==> src/rtl/bsg_manycore_pkg.sv <==
// ---------------------------------------------------------------------------
// bsg_manycore_pkg
//
// Purpose:
//   Constants shared by the manycore endpoint FIFOs and the blocks that feed
//   them. The request throttle and its buffer take their default word width
//   from here, so a width change is made in one place only.
//
// Contents:
//   bsg_manycore_fifo_width_gp : width of one endpoint request word (bits)
// ---------------------------------------------------------------------------
package bsg_manycore_pkg;

    localparam int bsg_manycore_fifo_width_gp = 128;

endpackage

==> src/rtl/bsg_manycore_fifo_req_buffer.sv <==
// ---------------------------------------------------------------------------
// bsg_manycore_fifo_req_buffer
//
// Purpose:
//   Small circular request buffer with an explicit occupancy counter. It has
//   no empty bypass: a word written in one cycle is visible on the output the
//   next cycle at the earliest. It also has no full bypass: ready_o is low
//   while full, even if a word leaves in the same cycle.
//
// Ports:
//   clk_i      in   clock
//   reset_n_i  in   asynchronous active-low reset (pointers and count -> 0)
//   data_i     in   incoming word
//   v_i        in   incoming word valid
//   ready_o    out  buffer has room (registered count only)
//   data_o     out  oldest buffered word
//   v_o        out  buffer is not empty
//   ready_i    in   consumer takes data_o this cycle
//   count_o    out  current occupancy, 0..els_p
// ---------------------------------------------------------------------------
module bsg_manycore_fifo_req_buffer
    import bsg_manycore_pkg::*;
#(
    parameter int width_p = bsg_manycore_fifo_width_gp,
    parameter int els_p   = 4,
    localparam int ptr_width_lp   = $clog2(els_p),
    localparam int count_width_lp = $clog2(els_p + 1)
) (
    input  logic                      clk_i,
    input  logic                      reset_n_i,
    input  logic [width_p-1:0]        data_i,
    input  logic                      v_i,
    output logic                      ready_o,
    output logic [width_p-1:0]        data_o,
    output logic                      v_o,
    input  logic                      ready_i,
    output logic [count_width_lp-1:0] count_o
);

    localparam logic [count_width_lp-1:0] full_count_lp = count_width_lp'(els_p);

    logic [width_p-1:0]        mem_q [els_p];
    logic [ptr_width_lp-1:0]   wr_ptr_q, wr_ptr_d;
    logic [ptr_width_lp-1:0]   rd_ptr_q, rd_ptr_d;
    logic [count_width_lp-1:0] count_q, count_d;
    logic                      enq, deq;

    assign ready_o = (count_q != full_count_lp);
    assign v_o     = (count_q != '0);
    assign data_o  = mem_q[rd_ptr_q];
    assign count_o = count_q;

    assign enq = v_i & ready_o;
    assign deq = v_o & ready_i;

    // Pointers advance independently and wrap naturally because els_p is a
    // power of two; the count only moves when exactly one side fires.
    always_comb begin
        wr_ptr_d = wr_ptr_q;
        rd_ptr_d = rd_ptr_q;
        count_d  = count_q;
        if (enq) begin
            wr_ptr_d = wr_ptr_q + ptr_width_lp'(1);
        end
        if (deq) begin
            rd_ptr_d = rd_ptr_q + ptr_width_lp'(1);
        end
        unique case ({enq, deq})
            2'b10:   count_d = count_q + count_width_lp'(1);
            2'b01:   count_d = count_q - count_width_lp'(1);
            default: count_d = count_q;
        endcase
    end

    // Control state; an asynchronous reset empties the buffer and discards
    // whatever words it was holding.
    always_ff @(posedge clk_i or negedge reset_n_i) begin
        if (!reset_n_i) begin
            wr_ptr_q <= '0;
            rd_ptr_q <= '0;
            count_q  <= '0;
        end else begin
            wr_ptr_q <= wr_ptr_d;
            rd_ptr_q <= rd_ptr_d;
            count_q  <= count_d;
        end
    end

    // Storage array needs no reset: the count decides which entries are live.
    always_ff @(posedge clk_i) begin
        if (enq) begin
            mem_q[wr_ptr_q] <= data_i;
        end
    end

    count_within_depth_a: assert property (
        @(posedge clk_i) disable iff (!reset_n_i) count_q <= full_count_lp
    );

endmodule

==> src/rtl/bsg_manycore_fifo_req_throttle.sv <==
// ---------------------------------------------------------------------------
// bsg_manycore_fifo_req_throttle
//
// Purpose:
//   Credit-aware request buffer placed in front of the endpoint_req port of
//   bsg_manycore_endpoint_to_fifos_aligned. Words from the producer are
//   buffered and only presented to the endpoint while enough out-credits are
//   available. A fence drains the buffer and waits for every credit to come
//   back. A saturating counter records cycles lost to credit starvation.
//
// Ports:
//   clk_i           in   clock
//   reset_n_i       in   asynchronous active-low reset
//   in_data_i       in   request word from the producer
//   in_v_i          in   producer valid
//   in_ready_o      out  word accepted when in_v_i is high (registered state only)
//   out_data_o      out  word toward the endpoint
//   out_v_o         out  word valid toward the endpoint
//   out_ready_i     in   endpoint ready
//   out_credits_i   in   endpoint out-credit count
//   fence_i         in   one-cycle fence request
//   fence_busy_o    out  fence in progress
//   fence_done_o    out  one-cycle pulse when the fence completes
//   clear_stats_i   in   synchronous clear of the stall counter
//   count_o         out  buffer occupancy
//   stall_cycles_o  out  saturating count of credit-stall cycles
// ---------------------------------------------------------------------------
module bsg_manycore_fifo_req_throttle
    import bsg_manycore_pkg::*;
#(
    parameter int fifo_width_p      = bsg_manycore_fifo_width_gp,
    parameter int els_p             = 4,
    parameter int max_out_credits_p = 32,
    parameter int min_credits_p     = 1,
    parameter int stat_width_p      = 32,
    localparam int credit_counter_width_lp = $clog2(max_out_credits_p + 1),
    localparam int count_width_lp          = $clog2(els_p + 1)
) (
    input  logic                               clk_i,
    input  logic                               reset_n_i,
    input  logic [fifo_width_p-1:0]            in_data_i,
    input  logic                               in_v_i,
    output logic                               in_ready_o,
    output logic [fifo_width_p-1:0]            out_data_o,
    output logic                               out_v_o,
    input  logic                               out_ready_i,
    input  logic [credit_counter_width_lp-1:0] out_credits_i,
    input  logic                               fence_i,
    output logic                               fence_busy_o,
    output logic                               fence_done_o,
    input  logic                               clear_stats_i,
    output logic [count_width_lp-1:0]          count_o,
    output logic [stat_width_p-1:0]            stall_cycles_o
);

    localparam logic [credit_counter_width_lp-1:0] min_credits_lp =
        credit_counter_width_lp'(min_credits_p);
    localparam logic [credit_counter_width_lp-1:0] max_credits_lp =
        credit_counter_width_lp'(max_out_credits_p);

    typedef enum logic {
        IDLE,
        FENCE
    } fence_state_e;

    fence_state_e            state_q, state_d;
    logic                    fence_done_q, fence_done_d;
    logic [stat_width_p-1:0] stall_q, stall_d;

    logic credit_ok;
    logic accepting;
    logic buf_ready;
    logic buf_v;

    assign credit_ok = (out_credits_i >= min_credits_lp);
    assign accepting = (state_q == IDLE);

    // The fence gates the producer side only; the endpoint side keeps
    // draining so the fence can finish.
    bsg_manycore_fifo_req_buffer #(
        .width_p (fifo_width_p),
        .els_p   (els_p)
    ) buffer_u (
        .clk_i     (clk_i),
        .reset_n_i (reset_n_i),
        .data_i    (in_data_i),
        .v_i       (in_v_i & accepting),
        .ready_o   (buf_ready),
        .data_o    (out_data_o),
        .v_o       (buf_v),
        .ready_i   (out_ready_i & credit_ok),
        .count_o   (count_o)
    );

    assign in_ready_o     = buf_ready & accepting;
    assign out_v_o        = buf_v & credit_ok;
    assign fence_busy_o   = (state_q == FENCE);
    assign fence_done_o   = fence_done_q;
    assign stall_cycles_o = stall_q;

    // Fence sequencing. A fence is complete only once the buffer is empty
    // and every credit has come home, i.e. nothing is left in flight.
    // fence_i arriving during a fence is simply ignored.
    always_comb begin
        state_d      = state_q;
        fence_done_d = 1'b0;
        unique case (state_q)
            IDLE: begin
                if (fence_i) begin
                    state_d = FENCE;
                end
            end
            FENCE: begin
                if ((count_o == '0) && (out_credits_i == max_credits_lp)) begin
                    state_d      = IDLE;
                    fence_done_d = 1'b1;
                end
            end
            default: state_d = IDLE;
        endcase
    end

    // Stall statistic: a cycle counts as stalled when there is work waiting
    // but the endpoint lacks credits. Clear wins over increment, and the
    // counter sticks at all-ones instead of wrapping.
    always_comb begin
        stall_d = stall_q;
        if (clear_stats_i) begin
            stall_d = '0;
        end else if (buf_v && !credit_ok && !(&stall_q)) begin
            stall_d = stall_q + stat_width_p'(1);
        end
    end

    // Registered fence state, done pulse and statistic.
    always_ff @(posedge clk_i or negedge reset_n_i) begin
        if (!reset_n_i) begin
            state_q      <= IDLE;
            fence_done_q <= 1'b0;
            stall_q      <= '0;
        end else begin
            state_q      <= state_d;
            fence_done_q <= fence_done_d;
            stall_q      <= stall_d;
        end
    end

    credits_in_range_a: assert property (
        @(posedge clk_i) disable iff (!reset_n_i) out_credits_i <= max_credits_lp
    );

    producer_holds_offer_a: assert property (
        @(posedge clk_i) disable iff (!reset_n_i)
        (in_v_i && !in_ready_o) |=> (in_v_i && $stable(in_data_i))
    );

endmodule

==> config.mk <==
export PLATFORM = sky130hd
export DESIGN_NAME = bsg_manycore_fifo_req_throttle
export DESIGN_NICKNAME = d
export VERILOG_FILES = /design/src/rtl/bsg_manycore_pkg.sv /design/src/rtl/bsg_manycore_fifo_req_buffer.sv /design/src/rtl/bsg_manycore_fifo_req_throttle.sv
export SDC_FILE = /design/constraint.sdc
export NUM_CORES = 1
export LEC_CHECK = 0
export BUFFER_PORTS_ARGS = -buffer_cell sky130_fd_sc_hd__buf_2
export CORE_ASPECT_RATIO = 1.75
export CORE_MARGIN = 2
export CORE_UTILIZATION = 57
export DETAILED_ROUTE_END_ITERATION = 8
export GPL_TIMING_DRIVEN = 1
export HOLD_SLACK_MARGIN = 0.03
export PLACE_DENSITY = 0.8
export SYNTH_ARGS = -nofsm -noshare
export SYNTH_HDL_FRONTEND = slang
export SYNTH_SLANG_ARGS = --single-unit
export TNS_END_PERCENT = 20
==> constraint.sdc <==
create_clock -name clk_i -period 4.8 [get_ports clk_i]
set_clock_uncertainty 0.2 [all_clocks]
set_input_delay 0.96 -clock clk_i [delete_from_list [all_inputs] [get_ports clk_i]]
set_output_delay 0.96 -clock clk_i [all_outputs]
set_load 0.1 [all_outputs]
==> results.tsv <==
stage	metric	value	unit
logic_synthesis	FFs w/ async S/R, synth	7.41	%
logic_synthesis	library cells used by synthesis	46	
placement	Final HPWL DP	27.6	mm
routing	vias per cell	5.84	
clocking	CTS Hold Bufs	0	
logic_synthesis	most common flop cell mapped by yosys	edfxtp_1	
pwr	power per cell area	650	mW/mm^2
placement	dpl ws	1.56	ns
run	# Max-Cap Violations	0	
floorplan	Site Rows	92	
placement	placed cell area	0.0230	sq mm
routing	met1 wire length	14.5	mm
placement	RePlAce Congestion	0.846	
timing	Max Clock Freq	0.266	GHz
logic_synthesis	Net Count, Synth	1065	
layout	layout cells sized above 1	42.0	%
routing	Post-route DRC	0	
logic_synthesis	Mapped Cells	918	
global_routing	initial antenna violation count	13	
logic_synthesis	Post-synth EDFFs	512	
floorplan	DIE WIDTH	148	microns
clocking	clk root buf	clkbuf_16	
worst_setup_path	Worst setup EP type	primary output	
global_routing	vias in the first global route	11000	
placement	Placed Instances	1674	
timing	final number of setup-violating endpoints	0	
global_routing	pin count of the biggest net entering global routing	73	
clocking	Worst-path clk slew	0.07	ns
clocking	post-cts resize count	0	
timing	fin crit share	78.4	%
routing	Pre-antenna DRT Iters	4	
timing	fin. max-slew vios	0	
clocking	H-tree depth	2	
routing	Routed WL	42.2	mm
worst_setup_path	Crit Reg-Reg Startpoint	stall_cycles_o[0]$_DFFE_PN0P_	
pwr	Worst VDD drop	610	uV
worst_setup_path	Worst EP arrival	2.61	ns
layout	nets	1399	
clocking	clk_lat worst skew	0.56	ns
logic_synthesis	flops & latches, synth	553	
placement	port bufs	306	
logic_synthesis	top cells by area, synth	edfxtp_1 74%, mux4_2 14%, dfrtp_1 4.9%	
timing	Setup TNS	0	ns
clocking	clock tree sinks	553	
worst_hold_path	Hold WC Path Type	in2async	
routing	DRT iter0 DRCs	749	
timing	final hold vios	0	
logic_synthesis	top post-synthesis cells by count	512 x edfxtp_1, 128 x mux4_2, 41 x dfrtp_1, 24 x nor2_1	
routing	vias after detailed routing	10300	
layout	Syn-to-layout area delta	17.9	%
timing	post-layout minimum cycle time	3.77	ns
floorplan	initial core utilization	57.8	%
logic_synthesis	sequential area share after synthesis	79.0	%
routing	met3 wire len	2.58	mm
floorplan	die footprint	0.0380	sq mm
clocking	Clock Path Buffers	3	
floorplan	total core area	0.0359	sq mm
logic_synthesis	Synth Cell Area	0.0208	sq mm
clocking	Post-CTS Setup Bufs	0	
routing	drt wl/cell	23.9	microns
worst_setup_path	Max FO, Critical Path	32	
worst_setup_path	reg2reg setup slack	1.98	ns
layout	final std cells w/o fill	1769	
pwr	total design power	15.9	mW
global_routing	first-pass GRT wire length	64.5	mm
clocking	CTS tree	done	
global_routing	GR Overflow Total	0	
timing	worst-margin pin slew	0.963	ns
logic_synthesis	biggest area consumer among synthesized cells	edfxtp_1	
clocking	Num CTS Buffers	46	
global_routing	GRT Total Usage	22.7	%
timing	Slew HR	35.8	%
worst_setup_path	Worst R2R Path Depth	6	
worst_setup_path	CP Launch Type	flip-flop	
layout	fin util	68.1	%
pwr	Lkg Pwr	8.43	nW
layout	fin area	0.0245	sq mm
routing	Max Used Layer	met5	
floorplan	die height	256	microns
timing	final hold slack	0.346	ns
logic_synthesis	Ys Warns	0	
worst_setup_path	Worst R2R End	stall_cycles_o[30]$_DFFE_PN0P_	
floorplan	Top Ports	307	
status	status	completed	
routing	WL met2	23.2	mm
worst_setup_path	CP Class	reg2out	
logic_synthesis	top cell type's share of synthesized area	74.1	%
timing	fin worst setup slack	1.03	ns
logic_synthesis	syn_area_per_cell	22.6	sq um
logic_synthesis	top-count cell post-synth	edfxtp_1	
routing	Detail Route Antenna Nets	0	
timing	RSZ-0062 raised after global routing	false	
layout	Fill cells	2252	
worst_setup_path	critical path data required time	3.64	ns
routing by layer:
| metal | global-route usage, % | vias to the layer above |
|---|---|---|
| met5 | 0 | - |
| met4 | 10.2 | 8 |
| met3 | 4.95 | 90 |
| met2 | 40.4 | 364 |
| met1 | 26.1 | 5339 |
| li1 | - | 4530 |
report_power, final:
part	total (mW)	internal, mW	switching, mW
registers	5.47	5.30	0.168
logic	6.89	1.45	5.44
clock network	3.56	1.95	1.61
total	15.9	8.71	7.21
logic make-up (layout without fill, tap and decap cells):
family                     Yosys count  in the layout  synth area share [%]
DFF                                553            553                  79.0
muxes                              136            136                  14.3
AOI/OAI and AO/OA                   42             42                  1.23
adders and majority gates            7              7                 0.458
other                                0             10                     0
xor gates and xnor gates            16             16                 0.675
and+or+nand+nor                    117            117                  3.45
buffers and inverters               47            418                 0.868
worst max-delay path, cell delays in order (launching register included):
cell and delay [ns]:
dfrtp_4 0.78, buf_12 0.33, mux4_2 0.60, buf_2 0.32
area by class of cell:
cell class,count,area [sq um],share of cell area [%]
clock inverters,25,191,0.782
diodes,10,25.0,0.102
inverters,10,37.5,0.153
flip-flops and latches,553,16400,67.1
repair buffers,323,1770,7.24
multi-input cells,318,4200,17.2
clock buffers,60,1240,5.09
well taps,470,588,2.40
how the worst max path moves through the flow:
stage	from	endpoint	slack [ns]	cells after the start
detailed placement	buffer_u.rd_ptr_q[0]$_DFFE_PN0P_	out_data_o[53]	1.56	3
global route	buffer_u.rd_ptr_q[0]$_DFFE_PN0P_	out_data_o[53]	0.86	3
floorplan	buffer_u.count_o[0]$_DFFE_PN0P_	buffer_u.mem_q[0][0]$_DFFE_PP_	0.07	3
CTS	buffer_u.rd_ptr_q[0]$_DFFE_PN0P_	out_data_o[0]	0.94	3
finish	buffer_u.rd_ptr_q[0]$_DFFE_PN0P_	out_data_o[0]	1.03	3
global placement	buffer_u.rd_ptr_q[0]$_DFFE_PN0P_	out_data_o[53]	1.56	3
layout by cell type (no fill, tap or decap), drive strengths merged, types with 2 or more instances in the layout:
cell type,netlist,layout
or3b,2,2
and3,6,6
nand4,13,13
xor2,7,7
mux4,128,128
and4,4,4
nor4,7,7
buf,20,323
or2,2,2
ha,6,6
o21ai,9,9
or4b,2,2
inv,10,13
clkinv,0,19
nor2b,7,7
xnor2,9,9
nor2,24,24
nand3,10,10
diode,0,10
bufinv,0,2
o31ai,6,6
or3,11,11
nor3,2,2
a21oi,17,17
nand2,15,15
edfxtp,512,512
clkbuf,17,60
mux2i,2,2
and2,3,3
or4,6,6
mux2,6,6
a211oi,5,5
dfrtp,41,41
sequential cells by signal, summed over array words and instances (netlist names):
| name | count |
|---|---|
| fence_done_o | 1 |
| buffer_u.mem_q | 512 |
| stall_cycles_o | 32 |
| buffer_u.count_o | 3 |
| buffer_u.rd_ptr_q | 2 |
| buffer_u.wr_ptr_q | 2 |
| fence_busy_o | 1 |
(Power assumes the default switching activity.)
